`src/rtl/mips_pipe_pkg.sv`:
```
// Shared definitions for the MIPS pipeline memory stage: FSM states, control-bit
// positions, MEM/WB control packing and stage defaults.
package mips_pipe_pkg;

  typedef enum logic [1:0] {IDLE, BUSY, DONE} state_e;

  localparam int CTRL_REG_WRITE  = 9;
  localparam int CTRL_MEM_TO_REG = 8;
  localparam int CTRL_MEM_READ   = 7;
  localparam int CTRL_MEM_WRITE  = 6;
  localparam int CTRL_BEQ        = 5;
  localparam int CTRL_BNE        = 4;
  localparam int CTRL_ZERO       = 3;
  localparam int CTRL_J          = 2;
  localparam int CTRL_JAL        = 1;
  localparam int CTRL_JR         = 0;

  localparam int WB_REG_WRITE  = 2;
  localparam int WB_MEM_TO_REG = 1;
  localparam int WB_JAL        = 0;

  localparam int         TIMEOUT_DEF = 16;
  localparam logic [4:0] RA_REG      = 5'd31;

  function automatic logic [2:0] wb_ctrl_of(input logic [9:0] c);
    logic [2:0] w;
    w                = '0;
    w[WB_REG_WRITE]  = c[CTRL_REG_WRITE];
    w[WB_MEM_TO_REG] = c[CTRL_MEM_TO_REG];
    w[WB_JAL]        = c[CTRL_JAL];
    return w;
  endfunction

endpackage

```
`src/rtl/mem_wb_reg.sv`:
```
// MEM/WB pipeline register; bubble takes priority over load, otherwise it holds.
module mem_wb_reg
  import mips_pipe_pkg::*;
(
  input  logic        clk,
  input  logic        reset,
  input  logic        load,
  input  logic        bubble,
  input  logic [31:0] read_data_d,
  input  logic [31:0] alu_result_d,
  input  logic [4:0]  write_reg_d,
  input  logic [2:0]  ctrl_d,
  output logic [31:0] wb_read_data,
  output logic [31:0] wb_alu_result,
  output logic [4:0]  wb_write_reg,
  output logic [2:0]  wb_ctrl
);

  logic [31:0] read_data_q;
  logic [31:0] alu_result_q;
  logic [4:0]  write_reg_q;
  logic [2:0]  ctrl_q;

  always_ff @(negedge clk or negedge reset) begin
    if (!reset) begin
      read_data_q  <= '0;
      alu_result_q <= '0;
      write_reg_q  <= '0;
      ctrl_q       <= '0;
    end else if (bubble) begin
      read_data_q  <= '0;
      alu_result_q <= '0;
      write_reg_q  <= '0;
      ctrl_q       <= '0;
    end else if (load) begin
      read_data_q  <= read_data_d;
      alu_result_q <= alu_result_d;
      write_reg_q  <= write_reg_d;
      ctrl_q       <= ctrl_d;
    end
  end

  assign wb_read_data  = read_data_q;
  assign wb_alu_result = alu_result_q;
  assign wb_write_reg  = write_reg_q;
  assign wb_ctrl       = ctrl_q;

endmodule

```
`src/rtl/mem_stage_ctrl.sv`:
```
// MIPS MEM stage: branch/jump redirect, wait-state data-memory handshake with
// timeout, upstream stall generation and the MEM/WB register.
module mem_stage_ctrl
  import mips_pipe_pkg::*;
#(
  parameter int TIMEOUT = TIMEOUT_DEF
) (
  input  logic        clk,
  input  logic        reset,
  input  logic [31:0] alu_result,
  input  logic [31:0] write_data,
  input  logic [31:0] target_addr,
  input  logic [4:0]  write_reg,
  input  logic [9:0]  ctrl,
  input  logic [31:0] mem_rdata,
  input  logic        mem_ack,
  output logic        mem_req,
  output logic        mem_we,
  output logic [31:0] mem_addr,
  output logic [31:0] mem_wdata,
  output logic        stall,
  output logic        pc_src,
  output logic [31:0] target_pc,
  output logic        flush,
  output logic        bus_error,
  output logic [31:0] wb_read_data,
  output logic [31:0] wb_alu_result,
  output logic [4:0]  wb_write_reg,
  output logic [2:0]  wb_ctrl
);

  localparam int CNT_W = $clog2(TIMEOUT);

  state_e            state_q;
  logic [CNT_W-1:0]  cnt_q;
  logic              mem_req_q;
  logic              mem_we_q;
  logic [31:0]       mem_addr_q;
  logic [31:0]       mem_wdata_q;
  logic [31:0]       rdata_q;
  logic              fail_q;
  logic              bus_error_q;

  logic              mem_op;
  logic              taken;
  logic              wb_load;
  logic              wb_bubble;
  logic [31:0]       wb_rdata_d;
  logic [4:0]        wb_reg_d;

  assign mem_op = ctrl[CTRL_MEM_READ] | ctrl[CTRL_MEM_WRITE];
  assign taken  = (ctrl[CTRL_BEQ] & ctrl[CTRL_ZERO]) | (ctrl[CTRL_BNE] & ~ctrl[CTRL_ZERO])
                | ctrl[CTRL_J] | ctrl[CTRL_JAL] | ctrl[CTRL_JR];

  // A memory access always wins over a coincident redirect.
  always_comb begin
    stall  = 1'b0;
    pc_src = 1'b0;
    flush  = 1'b0;
    unique case (state_q)
      IDLE: begin
        stall  = mem_op;
        pc_src = taken & ~mem_op;
        flush  = taken & ~mem_op;
      end
      BUSY:    stall = 1'b1;
      default: stall = 1'b0;
    endcase
  end

  assign target_pc = target_addr;

  always_ff @(negedge clk or negedge reset) begin
    if (!reset) begin
      state_q     <= IDLE;
      cnt_q       <= '0;
      mem_req_q   <= 1'b0;
      mem_we_q    <= 1'b0;
      mem_addr_q  <= '0;
      mem_wdata_q <= '0;
      rdata_q     <= '0;
      fail_q      <= 1'b0;
      bus_error_q <= 1'b0;
    end else begin
      unique case (state_q)
        IDLE: begin
          if (mem_op) begin
            mem_req_q   <= 1'b1;
            mem_we_q    <= ctrl[CTRL_MEM_WRITE];
            mem_addr_q  <= alu_result;
            mem_wdata_q <= write_data;
            cnt_q       <= '0;
            fail_q      <= 1'b0;
            state_q     <= BUSY;
          end
        end
        BUSY: begin
          if (mem_ack) begin
            rdata_q   <= mem_rdata;
            mem_req_q <= 1'b0;
            state_q   <= DONE;
          end else if (cnt_q == CNT_W'(TIMEOUT - 1)) begin
            mem_req_q   <= 1'b0;
            bus_error_q <= 1'b1;
            fail_q      <= 1'b1;
            state_q     <= DONE;
          end else begin
            cnt_q <= cnt_q + 1'b1;
          end
        end
        DONE:    state_q <= IDLE;
        default: state_q <= IDLE;
      endcase
    end
  end

  assign mem_req   = mem_req_q;
  assign mem_we    = mem_we_q;
  assign mem_addr  = mem_addr_q;
  assign mem_wdata = mem_wdata_q;
  assign bus_error = bus_error_q;

  // Only a completed access carries read data; everything else writes back zero.
  assign wb_load    = ((state_q == IDLE) & ~mem_op) | ((state_q == DONE) & ~fail_q);
  assign wb_bubble  = ((state_q == IDLE) &  mem_op) | ((state_q == DONE) &  fail_q);
  assign wb_rdata_d = (state_q == DONE) ? rdata_q : '0;
  assign wb_reg_d   = ctrl[CTRL_JAL] ? RA_REG : write_reg;

  mem_wb_reg u_mem_wb_reg (
    .clk          (clk),
    .reset        (reset),
    .load         (wb_load),
    .bubble       (wb_bubble),
    .read_data_d  (wb_rdata_d),
    .alu_result_d (alu_result),
    .write_reg_d  (wb_reg_d),
    .ctrl_d       (wb_ctrl_of(ctrl)),
    .wb_read_data (wb_read_data),
    .wb_alu_result(wb_alu_result),
    .wb_write_reg (wb_write_reg),
    .wb_ctrl      (wb_ctrl)
  );

endmodule

```
`config.mk`:
```
export PLATFORM = sky130hd
export DESIGN_NAME = mem_stage_ctrl
export DESIGN_NICKNAME = d
export VERILOG_FILES = /design/src/rtl/mips_pipe_pkg.sv /design/src/rtl/mem_wb_reg.sv /design/src/rtl/mem_stage_ctrl.sv
export SDC_FILE = /design/constraint.sdc
export NUM_CORES = 1
export LEC_CHECK = 0
export BUFFER_PORTS_ARGS = -buffer_cell sky130_fd_sc_hd__buf_2
export CAP_MARGIN = 30
export CORE_UTILIZATION = 41
export CTS_BUF_LIST = sky130_fd_sc_hd__clkbuf_16
export DETAILED_ROUTE_END_ITERATION = 7
export PLACE_DENSITY = 0.72
export SYNTH_ARGS = -nofsm -noshare
export SYNTH_HDL_FRONTEND = slang
export SYNTH_SLANG_ARGS = --single-unit
```
`constraint.sdc`:
```
create_clock -name clk -period 1.8 [get_ports clk]
set_input_delay 0.09 -clock clk [delete_from_list [all_inputs] [get_ports clk]]
set_output_delay 0.09 -clock clk [all_outputs]
set_load 0.03 [all_outputs]
```
==> results.json <==
{
  "outcome": "finished with violations",
  "violations": "setup timing",
  "die-area_um2": 17280,
  "slowest_delay_ns": 0.38,
  "cts_tree": "yes",
  "port-buffer-count": 255,
  "grt_pass1_wl_mm": 29.00,
  "synthTopCellsByCount": "nand2_1 (200), dfrtn_1 (178), a22o_1 (68), buf_4 (37), mux2_1 (30)",
  "die-width_um": 131.4,
  "startpoint_type": "register",
  "dp.cells": 1027,
  "relSlewSlack": 0.6813,
  "die_h_um": 131.4,
  "core_um2": 16120,
  "rrSetupSlack_ns": 0.09,
  "dr.pass1.iters": 4,
  "wl_per_cell_um": 16.70,
  "yosys-top-cells-area": "dfrtn_1 (65%), nand2_1 (11%), a22o_1 (8.7%)",
  "vdd_drop_max_uv": 1117,
  "timing.setup.tns_ns": -23.90,
  "finalPower_mw": 22.02,
  "reg2regPathDepth": 5,
  "rows": 46,
  "antenna_cells": 0,
  "syn-cell-area_um2": 6869,
  "final_cells": 1146,
  "leakage_nw": 5.567,
  "yosys.area.top_type": "dfrtn_1",
  "cts_buffers": 17,
  "grt_max_degree": 58,
  "ys_seq_elements": 178,
  "hold_buffers": 0,
  "drtIter0Drc": 194,
  "path_class": "register to output pin",
  "intPower_mw": 13.12,
  "layout.nets": 1064,
  "critical_path_buf_inv_count": 1,
  "worst_pin_slew_ns": 0.4738,
  "synth.avg_cell_area_um2": 11.64,
  "cp_top_family": "flip-flops",
  "timing.final.ws_setup_ns": -0.5673,
  "synth.most_common_cell": "nand2_1",
  "critPathArrivalTime_ns": 2.28,
  "yosysTopAreaCellShare": 0.6485,
  "grt_pass1_vias": 5606,
  "ys_warn_count": 0,
  "drc": 0,
  "drt-total-wl_mm": 19.14,
  "yosys_most_used_dff": "dfrtn_1",
  "dp_hpwl_mm": 11.72,
  "rsz0062_at_grt": "true",
  "seqPwrFrac": 0.328,
  "slew_viol_final": 0,
  "swShare": 0.4043,
  "grt_usage": 0.2126,
  "crit_slowest_cell": "dfrtn_1",
  "io-pin-count": 320,
  "globalplace.congestion": 0.8100,
  "power_density_nw_per_um2": 2090,
  "hold_viol": 0,
  "rr_startpoint": "state_q[0]$_DFFE_NN0P_",
  "syn_inst": 590,
  "syn_nets": 737,
  "required_ns": 1.71,
  "setup-violations-final": 142,
  "cts-root-buf": "clkbuf_16",
  "rr_endpoint": "rdata_q[27]$_DFFE_NN0P_",
  "path_clk_slew_ns": 0.05,
  "synthArstFlopShare": 1.000,
  "power_frac_clock": 0.168,
  "layout-drive-gt1-share": 0.4495,
  "crit_start": "state_q[1]$_DFFE_NN0P_",
  "crit_path_end": "pc_src",
  "dr_total_vias": 5607,
  "path_cells": "nor2_4 -> nor4b_4 -> buf_4",
  "cts.sinks": 178,
  "min_path_type": "input port to output pin",
  "holdWs_ns": 0.1800,
  "yosysUniqueCellTypes": 31,
  "viasPerCell": 4.893,
  "start_util": 0.4262,
  "final.setup_skew_ns": 0.004835,
  "overflow": 0,
  "critical_path_depth": 3,
  "clkLatencyLatePin_ns": 0.40,
  "worst-path-max-fanout": 2,
  "cts_max_level": 4,
  "synth_edf_count": 0,
  "crit_path_end_kind": "output pin",
  "drv_cap": 0,
  "cts_buffer_depth": 2,
  "switchingPower_mw": 8.903,
  "ant_nets": 0,
  "ys_seq_area_frac": 0.6485,
  "syn_to_final_growth_pct": 53.37,
  "antenna_found_initial": 0,
  "combPwrFrac": 0.504,
  "final_core_util": 0.6537
}
## stage by stage
| step | instance area [µm²] | setup WS, ns |
|---|---|---|
| after floorplan | 6913 | -0.4743 |
| after global placement | 8398 | -0.1597 |
| after detailed placement | 8398 | -0.1782 |
| after CTS | 10180 | -0.5675 |
| after global routing | 10540 | -0.6294 |
| final | 10540 | -0.5673 |
## cell usage in the layout, fill, tap and decap left out, drive strengths merged
cell type  netlist  routed
clkbuf           9      17
or2              1       1
nor3b            2       2
dfrtn          178     178
and2             1       1
buf             56     373
o21ai            4       4
nand2          200     200
nor4b            1       1
and4             1       1
nand3            2       2
nor3             3       3
bufinv           0       1
inv              4      12
nor2b            1       1
and3             1       1
mux2i            1       1
mux2            33      33
clkinv           0       5
nor4             1       1
ha               1       1
a22o            68      68
o21a             4       4
o31ai            5       5
a21oi            2       2
clkinvlp         0       1
nor2             9       9
nand4            2       2
## cell type report
class	instances	area, µm²
multi-input combinational	343	2041
tap	216	270.3
clock inverter	15	163.9
sequential	178	4454
timing repair buffer	373	3166
clock buffer	17	425.4
inverter	4	15.01
fill	1112	5580
## metal layers
layer / GRT usage / part of all wire
met1: 0.2497 / 0.40
met2: 0.3648 / 0.51
met3: 0.05941 / 0.060
met4: 0.08786 / 0.027
met5: 0 / 0
## timing repair
item,in CTS,in global routing
buffers inserted,41,46
pin swaps,2,0
gates resized for setup,282,3
endpoints found under the setup margin,142,209
## logic make-up after synthesis
family                     count (synthesis)  share of synthesized area
DFF                                      178                     0.6485
buffers and inverters                     69                    0.06120
adders and majority gates                  1                   0.001821
AOI/OAI and AO/OA                         83                     0.1015
muxes                                     34                    0.05555
and+or+nand+nor                          225                     0.1315
## worst reg2reg max path: stages, from the launching register on
cell and delay (ns):
dfrtn_1 0.47, buf_4 0.23, nor2b_1 0.20, nand2_1 0.13
buf_4 0.20, mux2_1 0.32
## power groups by stage
stage | Combinational, mW | Clock (mW) | Sequential [mW]
finish | 11.1 | 3.69 | 7.22
floorplan | 2.84 | 0 | 9.57
global route | 11.7 | 3.93 | 7.41
global placement | 8.00 | 0 | 6.87
detailed placement | 8.16 | 0 | 6.89
CTS | 10.3 | 3.75 | 7.16
## how the worst min path moves through the flow
stage | start | end | depth (start not counted)
finish | target_addr[0] | target_pc[0] | 0
global route | target_addr[4] | target_pc[4] | 0
CTS | target_addr[11] | target_pc[11] | 0
detailed placement | target_addr[11] | target_pc[11] | 0
floorplan | ctrl[6] | flush | 1
global placement | target_addr[11] | target_pc[11] | 0
No activity file was read; power rests on OpenSTA's default activity.
